## src/rtl/nn_pkg.sv

```systemverilog
// Shared types and constants for the hidden-layer accumulator slice:
// the controller state encoding, default geometry, and the signed
// saturation limits used by the saturating adders.
package nn_pkg;

  // Controller states for one accumulation batch.
  typedef enum logic [2:0] {
    ST_IDLE  = 3'd0,
    ST_CHECK = 3'd1,
    ST_POP   = 3'd2,
    ST_FETCH = 3'd3,
    ST_ACCUM = 3'd4,
    ST_DONE  = 3'd5
  } state_t;

  // Default geometry: 10 input pixels feeding 4 hidden nodes,
  // 8-bit signed weights accumulated into 16-bit signed sums.
  localparam int DEFAULT_INPUT_LAYER_NODES = 10;
  localparam int DEFAULT_HIDDEN_NODES      = 4;
  localparam int DEFAULT_WEIGHT_WIDTH      = 8;
  localparam int DEFAULT_ACC_WIDTH         = 16;

  // Largest representable value of a signed number of the given width.
  function automatic logic signed [63:0] sat_max(input int width);
    return (64'sd1 <<< (width - 1)) - 64'sd1;
  endfunction

  // Most negative representable value of a signed number of the given width.
  function automatic logic signed [63:0] sat_min(input int width);
    return -(64'sd1 <<< (width - 1));
  endfunction

  // Saturation limits for the default accumulator width.
  localparam logic signed [63:0] DEFAULT_SAT_MAX = sat_max(DEFAULT_ACC_WIDTH);
  localparam logic signed [63:0] DEFAULT_SAT_MIN = sat_min(DEFAULT_ACC_WIDTH);

endpackage

```

## src/rtl/sat_add.sv

```systemverilog
// Signed saturating adder: adds a sign-extended weight to an accumulator
// value and clamps the result to the accumulator's signed range, so a
// long run of same-sign weights pins at the limit instead of wrapping.
module sat_add
  import nn_pkg::*;
#(
  parameter int ACC_WIDTH    = DEFAULT_ACC_WIDTH,
  parameter int WEIGHT_WIDTH = DEFAULT_WEIGHT_WIDTH
) (
  input  logic signed [ACC_WIDTH-1:0]    acc,
  input  logic signed [WEIGHT_WIDTH-1:0] addend,
  output logic signed [ACC_WIDTH-1:0]    result
);

  // One extra bit is enough headroom because the weight is never wider
  // than the accumulator, so the true sum can overflow by at most one bit.
  localparam int SW = ACC_WIDTH + 1;

  localparam logic signed [SW-1:0] MAX_W = SW'(sat_max(ACC_WIDTH));
  localparam logic signed [SW-1:0] MIN_W = SW'(sat_min(ACC_WIDTH));

  logic signed [SW-1:0] acc_wide;
  logic signed [SW-1:0] addend_wide;
  logic signed [SW-1:0] wide_sum;

  // Full-precision sum followed by clamping to the accumulator range.
  always_comb begin
    acc_wide    = {{(SW - ACC_WIDTH){acc[ACC_WIDTH-1]}}, acc};
    addend_wide = {{(SW - WEIGHT_WIDTH){addend[WEIGHT_WIDTH-1]}}, addend};
    wide_sum    = acc_wide + addend_wide;
    result      = wide_sum[ACC_WIDTH-1:0];
    if (wide_sum > MAX_W) begin
      result = MAX_W[ACC_WIDTH-1:0];
    end else if (wide_sum < MIN_W) begin
      result = MIN_W[ACC_WIDTH-1:0];
    end
  end

endmodule

```

## src/rtl/hidden_layer_accumulator.sv

```systemverilog
// Hidden-layer accumulator: drains a queue of active input-pixel indices,
// fetches the weight row for each index from a 1-cycle-latency memory and
// adds every node's weight into that node's saturating accumulator.
// Each active index costs four cycles (CHECK, POP, FETCH, ACCUM). Results
// are held with resultsValid until resultsAck is seen in DONE.
// Optional build macro HIDDEN_RELU_EN: when defined, the sums output
// presents max(acc, 0) per node; controller timing is unchanged.
module hidden_layer_accumulator
  import nn_pkg::*;
#(
  parameter int INPUT_LAYER_NODES = DEFAULT_INPUT_LAYER_NODES,
  parameter int HIDDEN_NODES      = DEFAULT_HIDDEN_NODES,
  parameter int WEIGHT_WIDTH      = DEFAULT_WEIGHT_WIDTH,
  parameter int ACC_WIDTH         = DEFAULT_ACC_WIDTH,
  localparam int IDXW = (INPUT_LAYER_NODES > 1) ? $clog2(INPUT_LAYER_NODES) : 1
) (
  input  logic                              clk,
  input  logic                              reset,
  input  logic                              outputsReady,
  input  logic                              queueEmpty,
  input  logic [IDXW-1:0]                   indexOut,
  output logic                              dequeue,
  output logic [IDXW-1:0]                   weightAddr,
  input  logic [HIDDEN_NODES*WEIGHT_WIDTH-1:0] weightData,
  output logic [HIDDEN_NODES*ACC_WIDTH-1:0] sums,
  output logic                              resultsValid,
  input  logic                              resultsAck,
  output logic                              busy
);

  state_t state;
  state_t next_state;

  logic signed [ACC_WIDTH-1:0] acc     [HIDDEN_NODES];
  logic signed [ACC_WIDTH-1:0] sat_out [HIDDEN_NODES];

  // One saturating adder per hidden node, each fed by its own weight slice.
  for (genvar k = 0; k < HIDDEN_NODES; k++) begin : g_node
    sat_add #(
      .ACC_WIDTH    (ACC_WIDTH),
      .WEIGHT_WIDTH (WEIGHT_WIDTH)
    ) u_sat_add (
      .acc    (acc[k]),
      .addend (weightData[k*WEIGHT_WIDTH +: WEIGHT_WIDTH]),
      .result (sat_out[k])
    );
  end

  // Controller state register; an asserted (low) reset abandons any batch.
  always_ff @(posedge clk) begin
    if (!reset) begin
      state <= ST_IDLE;
    end else begin
      state <= next_state;
    end
  end

  // Next-state logic: IDLE waits for a batch, CHECK/POP/FETCH/ACCUM loop
  // once per queued index, DONE holds results until acknowledged.
  always_comb begin
    next_state = state;
    case (state)
      ST_IDLE: begin
        if (outputsReady) begin
          next_state = ST_CHECK;
        end
      end
      ST_CHECK: begin
        if (queueEmpty) begin
          next_state = ST_DONE;
        end else begin
          next_state = ST_POP;
        end
      end
      ST_POP:   next_state = ST_FETCH;
      ST_FETCH: next_state = ST_ACCUM;
      ST_ACCUM: next_state = ST_CHECK;
      ST_DONE: begin
        if (resultsAck) begin
          next_state = ST_IDLE;
        end
      end
      default:  next_state = ST_IDLE;
    endcase
  end

  // Datapath: clear accumulators at batch start, latch the head index as
  // the weight address in CHECK, and fold the fetched row in during ACCUM.
  always_ff @(posedge clk) begin
    if (!reset) begin
      weightAddr <= '0;
      for (int k = 0; k < HIDDEN_NODES; k++) begin
        acc[k] <= '0;
      end
    end else begin
      if (state == ST_IDLE && outputsReady) begin
        for (int k = 0; k < HIDDEN_NODES; k++) begin
          acc[k] <= '0;
        end
      end
      if (state == ST_CHECK && !queueEmpty) begin
        weightAddr <= indexOut;
      end
      if (state == ST_ACCUM) begin
        for (int k = 0; k < HIDDEN_NODES; k++) begin
          acc[k] <= sat_out[k];
        end
      end
    end
  end

  // Status outputs decode directly from the state, so a reset to IDLE
  // drops them all in the same cycle and no stray pop can follow.
  always_comb begin
    dequeue      = (state == ST_POP);
    resultsValid = (state == ST_DONE);
    busy         = (state != ST_IDLE);
  end

  // Result presentation: raw saturated sums, or clipped at zero when the
  // ReLU build option is enabled.
  always_comb begin
    sums = '0;
    for (int k = 0; k < HIDDEN_NODES; k++) begin
`ifdef HIDDEN_RELU_EN
      if (acc[k][ACC_WIDTH-1]) begin
        sums[k*ACC_WIDTH +: ACC_WIDTH] = '0;
      end else begin
        sums[k*ACC_WIDTH +: ACC_WIDTH] = acc[k];
      end
`else
      sums[k*ACC_WIDTH +: ACC_WIDTH] = acc[k];
`endif
    end
  end

endmodule

```

## config.mk

```make
export PLATFORM = sky130hd
export DESIGN_NAME = hidden_layer_accumulator
export DESIGN_NICKNAME = d
export VERILOG_FILES = /design/src/rtl/nn_pkg.sv /design/src/rtl/sat_add.sv /design/src/rtl/hidden_layer_accumulator.sv
export SDC_FILE = /design/constraint.sdc
export NUM_CORES = 1
export LEC_CHECK = 0
export ABC_AREA = 1
export BUFFER_PORTS_ARGS = -buffer_cell sky130_fd_sc_hd__buf_2
export CAP_MARGIN = 30
export CORE_AREA = 3 3 166 168
export CTS_BUF_LIST = sky130_fd_sc_hd__clkbuf_16
export DETAILED_ROUTE_END_ITERATION = 8
export DIE_AREA = 0 0 169 171
export PLACE_DENSITY = 0.41
export SYNTH_ARGS = -nofsm -noshare
export SYNTH_HDL_FRONTEND = slang
export SYNTH_SLANG_ARGS = --single-unit
```

## constraint.sdc

```tcl
create_clock -name clk -period 2.3 [get_ports clk]
set_clock_uncertainty 0.15 [all_clocks]
set_input_delay 0.345 -clock clk [delete_from_list [all_inputs] [get_ports clk]]
set_output_delay 0.345 -clock clk [all_outputs]
set_load 0.02 [all_outputs]
```

==> results.ini, run 1 <==
[global_route]
grt_max_degree = 21
grt_pass1_wl_um = 33300
grt_use_total_pct = 14.2
grt_pass1_vias = 6754
grt-ovfl-total = 0
antenna_found_initial = 1

[setup_path]
crit_path_end_kind = flip-flop
cp_max_fo = 9
worst_ep_required_time_ns = 2.26
r2r.worst_path.cells = 14
startpoint_type = flip-flop
critical_path_arrival_ns = 2.30
path_class = flip-flop to flip-flop

[route]
wl_per_cell_um = 13.0
drt-pass1-iter-count = 5
drt_iter0_markers = 257
routed_wl_um = 20700
antenna_left = 0
viasPerCell = 4.30
drc = 0
routed-via-count = 6845

[pwr]
leakagePower_nw = 5.35
peakVddDrop_mv = 0.313
finalPower_w = 0.00614
powerDensity_nw_per_um2 = 598

[cells_and_area]
nFillCells = 2768
drive_above_1_share_pct = 43.1
synthToLayoutAreaGrowth_pct = 57.1
fin_cells = 1591
postLayoutCoreUtil_pct = 39.4
antenna_cells = 0
nets = 1360
postLayoutCellArea_um2 = 10300

[placed_design]
place_congestion = 0.850
placed_area_um2 = 9140
port-buffer-count = 111
dp.cells = 1555
detailed_place_hpwl_um = 15600

[timing]
period_needed_ns = 2.34
fin_ws_ns = -0.0443
fmax_ghz = 0.427
slew_violations = 0
slew_headroom_pct = 60.8
timing.final.crit_share_pct = 102
hold_violations = 0
tightest_slew_ns = 0.588
rsz0062_at_grt = true
finalSetupViolCount = 42

[floorplanning]
coreArea_um2 = 26100
boundaryPins = 112
fp.dieH_um = 171
initial_core_util_pct = 25.1
dieWidth_um = 169
die-area_um2 = 28900
rows = 59

[logic_synthesis]
synth_top_family_by_area = simple AND/OR/NAND/NOR gates
synth_compound_area_share_pct = 8.91
synth_mux_area_share_pct = 0
synth_fa_ha_area_share_pct = 13.5
yosys_warnings = 0
syn_nets = 1020
synth.avg_cell_area_um2 = 7.17
synth_cells = 911
ys_types = 43
ys_ff_latch = 71
synthXorXnorAreaFrac_pct = 6.17
synth_simple_gate_area_share_pct = 34.6
netlist_area_um2 = 6530
yosysSeqAreaShare_pct = 29.1

[clock_network]
cts.path.max_buffers = 2
cts_htree_levels = 3
worstSkewPairLatency_ns = 0.35
cts.reportedPaths.clkPinSlew_ns = 0.07
cts_tree = done
cts.sinks = 71
cts_made_buffers = 9
cts_root_buffer = clkbuf_16

[worst_hold_path]
hold_class = primary input to flip-flop
hold_depth = 3

[run_status]
failed_checks = negative setup slack
status = complete, but fails checks

[run]
drv_cap = 0

==> logic make-up (layout without fill, tap and decap cells) <==
family	count (synthesis)	count (layout)
adders and majority gates	68	68
buffers and inverters	114	458
AOI/OAI and AO/OA	102	102
DFF	71	71
xor gates and xnor gates	43	43
and+or+nand+nor	513	514
==> state kept, by name (all words and copies together), names as in the netlist <==
name        flops
acc            64
state           3
weightAddr      4
==> synthesized netlist by cell type, drive strengths merged <==
| master | count | area, µm² |
|---|---|---|
| nand2 | 288 | 1140 |
| nor2 | 105 | 447 |
| inv | 99 | 372 |
| nand3 | 79 | 410 |
| a21oi | 70 | 369 |
| ha | 64 | 801 |
| edfxtp | 48 | 1440 |
| xor2 | 25 | 245 |
| dfxtp | 23 | 460 |
| nor3 | 22 | 126 |
| xnor2 | 18 | 158 |
| o21ai | 16 | 91.3 |
| buf | 14 | 128 |
| o21bai | 11 | 86.3 |
| nand3b | 9 | 67.6 |
| fa | 4 | 80.1 |
| a31oi | 2 | 12.5 |
| and2 | 2 | 12.5 |
| nand2b | 2 | 12.5 |
| nand4 | 2 | 18.8 |
| nor4 | 2 | 12.5 |
| or2 | 2 | 12.5 |
| a21boi | 1 | 7.51 |
| a21o | 1 | 7.51 |
| clkbuf | 1 | 3.75 |
| o211ai | 1 | 7.51 |
==> worst paths after layout <==
path	from	end	slack [ns]
worst max-delay path	acc[3][0]	acc[3][0]	-0.04
worst min-delay path	indexOut[2]	weightAddr[2]	0.11
worst max register to register	acc[3][0]	acc[3][0]	-0.04
worst min register to register	weightAddr[1]	weightAddr[1]	0.33
==> area by class of cell <==
class,count,area [µm²],area share [%]
Multi-Input combinational cell,727,4870,47.4
Timing Repair Buffer,343,2410,23.5
Sequential cell,71,1900,18.5
Tap cell,335,419,4.08
Inverter,99,372,3.62
Clock buffer,11,275,2.68
Clock inverter,5,20.0,0.195
==> stage by stage <==
step                worst slack (ns)  hold WS (ns)  setup TNS, ns
floorplan                     -0.147         0.331         -10.48
global placement              -0.228         0.315         -10.35
detailed placement            -0.257         0.327         -11.24
CTS                          -0.0585        0.0840          -1.46
global route                  -0.208         0.118          -6.87
finish                       -0.0443         0.106          -1.02
==> report_power, final <==
group | switching, W | leakage [nW] | internal [W]
clock network | 0.000621 | 0.159 | 0.000849
logic | 0.00160 | 4.48 | 0.00145
registers | 0.000106 | 0.708 | 0.00152
==> cell usage in the layout (no fill, tap or decap), types with 3 or more instances in the layout <==
master and count:
nor2_4 4, nor3_2 8, inv_2 12, nand2_4 12, nand3b_1 9, ha_1 39
buf_2 111, fa_2 4, a21oi_1 58, clkbuf_16 12, xor2_1 23, dfxtp_1 22
nand2_1 227, ha_2 3, buf_4 220, nor2_1 76, nor3_1 13, o21ai_2 4
xnor2_1 18, nand2_2 47, buf_12 5, o21bai_1 10, ha_4 22, o21ai_0 7
a21oi_2 12, nor2_2 25, edfxtp_1 48, nand3_2 20, buf_6 4, inv_1 91
o21ai_1 5, nand3_1 57
==> worst max-delay path, stage by stage, from the launching register on <==
cell	delay (ns)
edfxtp_1	0.40
ha_4	0.18
inv_2	0.04
fa_2	0.34
o21ai_2	0.16
nand3_2	0.08
nand2_2	0.09
nand3_2	0.09
nand2_2	0.10
nand2_4	0.05
nand2_4	0.09
nor2_4	0.05
nand2_4	0.09
buf_12	0.13
nand2_1	0.05
==> repair_timing <==
| action | CTS | global route |
|---|---|---|
| hold buffers | 0 | 0 |
| resized for setup | 57 | 73 |
| pin swaps | 17 | 27 |
| setup buffers | 11 | 8 |
| cloned | 1 | 1 |
| endpoints found under the setup margin | 57 | 62 |
==> routing by layer <==
metal  vias up  global-route usage [%]  part of all wire [%]
met5         -                       0                 0.063
met4         2                    3.07                  0.88
met3        14                    2.40                   2.7
met2        71                    24.6                    48
met1      3087                    18.7                    49
li1       3671                       -                     -
(Power assumes the default switching activity.)
==> inputs of run 2 (changes only) <==
- SKIP_LAST_GASP: not set -> 1
==> results.ini, run 2 (same netlist as run 1, synthesis figures left out) <==
[setup_path]
slowest_delay_ns = 0.40
critical_path_arrival_ns = 2.30
crit_slowest_cell = edfxtp_1
startpoint_type = flip-flop
crit_path_end_kind = flip-flop
cpMostUsedCell = nand2_4
cp_max_fo = 9
path_class = flip-flop to flip-flop
worst_ep_required_time_ns = 2.26
path_cells = ha_4 -> inv_2 -> fa_2 -> o21ai_2 -> nand3_2 -> nand2_2 -> nand3_2 -> nand2_2 -> nand2_4 -> nand2_4 -> nor2_4 -> nand2_4 -> buf_12 -> nand2_1

[floorplanning]
boundaryPins = 112
coreArea_um2 = 26100
fp.dieH_um = 171
initial_core_util_pct = 25.1
rows = 59
die-area_um2 = 28900
dieWidth_um = 169

[placed_design]
place_congestion = 0.850
placed_area_um2 = 9140
detailed_place_hpwl_um = 15600
port-buffer-count = 111

[timing]
fmax_ghz = 0.426
hold_violations = 0
slew_headroom_pct = 60.6
finalSetupViolCount = 41
slew_violations = 0
rsz0062_at_grt = true
timing.final.crit_share_pct = 102
tightest_slew_ns = 0.591
setup_tns_ns = -0.971
fin_ws_ns = -0.0481
period_needed_ns = 2.35

[cells_and_area]
layout_commonest_cell = nand2_1
top_register = acc
nets = 1362
drive_above_1_share_pct = 42.8
final_cell_mix = nand2_1 (229), buf_4 (220), buf_2 (111), inv_1 (91), nor2_1 (78)
reg.largest.list = acc (64), weightAddr (4), state (3)
largest_reg_flops = 64
nFillCells = 2769
postLayoutCellArea_um2 = 10300
synthToLayoutAreaGrowth_pct = 57.3
antenna_cells = 0

[clock_network]
cts.path.max_buffers = 2
cts_made_buffers = 9
cts_htree_levels = 3
postCtsHoldBufs = 0
cts.reportedPaths.clkPinSlew_ns = 0.07
cts_root_buffer = clkbuf_16
worstSkewPairLatency_ns = 0.35
cts.sinks = 71
cts_tree = done

[run_status]
status = complete, but fails checks
failed_checks = negative setup slack

[pwr]
peakVddDrop_mv = 0.311
leakagePower_nw = 5.36
powerDensity_nw_per_um2 = 597

[route]
routed_wl_um = 20700
drt-pass1-iter-count = 4
routed-via-count = 6850
antenna_left = 0
wl_met3_um = 602
drt-met1-wl_um = 10000
met2_length_um = 9900
wl_per_cell_um = 13.0
drt_iter0_markers = 265
drc = 0
viasPerCell = 4.30
routed.top_layer = met5

[run]
drv_cap = 0

[global_route]
antenna_found_initial = 1
grt_use_total_pct = 14.2
grt_max_degree = 21
grt-ovfl-total = 0
grt_pass1_wl_um = 33300
grt_pass1_vias = 6766

[worst_hold_path]
hold_class = primary input to flip-flop

[run 2: cell count changes in the layout (fill, tap and decap cells not counted), moves of 2 or more]
cell | before | now
nand3_2 | 20 | 22
nand2_1 | 227 | 229
nor2_1 | 76 | 78
nand2_2 | 47 | 43
nand2_4 | 12 | 15
[run 2: what timing repair did]
action,in CTS,in global routing
gates resized for setup,50,77
cloned,1,2
setup endpoints to repair,57,62
buffers inserted,11,9
pin swaps,17,29
[run 2: cell type report]
class                           count  area, µm²  area share [%]
Clock inverter                      5       20.0           0.195
Timing Repair Buffer              344       2420            23.5
Inverter                           99        372            3.62
Sequential cell                    71       1900            18.5
Clock buffer                       11        275            2.68
Multi-Input combinational cell    728       4870            47.4
Tap cell                          335        419            4.08
[run 2: worst max-delay path, delay by kind of cell (launching register included)]
kind	cells	cell delay (ns)
buf+inv	2	0.17
simple gates	9	0.69
fa+ha+maj	2	0.52
flops	1	0.40
compound gates	1	0.16
[run 2: metal layers]
metal	vias to the layer above	global-route usage [%]
met5	-	0
met4	2	3.07
met3	14	2.40
met2	79	24.6
met1	3080	18.6
li1	3675	-
[run 2: power by group]
| group | switching (W) | internal [W] |
|---|---|---|
| Combinational | 0.00159 | 0.00145 |
| Sequential | 0.000107 | 0.00152 |
| Clock | 0.000621 | 0.000849 |
| Total | 0.00232 | 0.00382 |
[run 2: path summary, 6_finish.rpt]
check / end / slack [ns] / cells past startpoint / startpoint
worst max-delay path: acc[3][0] / -0.05 / 14 / acc[3][0]
worst min-delay path: weightAddr[2] / 0.11 / 3 / indexOut[2]
worst max register to register: acc[3][0] / -0.05 / 14 / acc[3][0]
worst min register to register: weightAddr[1] / 0.33 / 2 / weightAddr[1]
[run 2: stage by stage]
stage | setup WS [ns] | power (W) | util (%) | cells | hold slack (ns)
detailed placement | -0.257 | 0.00431 | 35.1 | 1555 | 0.327
CTS | -0.0585 | 0.00602 | 37.6 | 1583 | 0.0840
floorplan | -0.147 | 0.00312 | - | 911 | 0.331
global route | -0.210 | 0.00659 | 39.4 | 1593 | 0.118
finish | -0.0481 | 0.00613 | 39.4 | 1593 | 0.106
global placement | -0.228 | 0.00432 | 35.0 | 1554 | 0.315
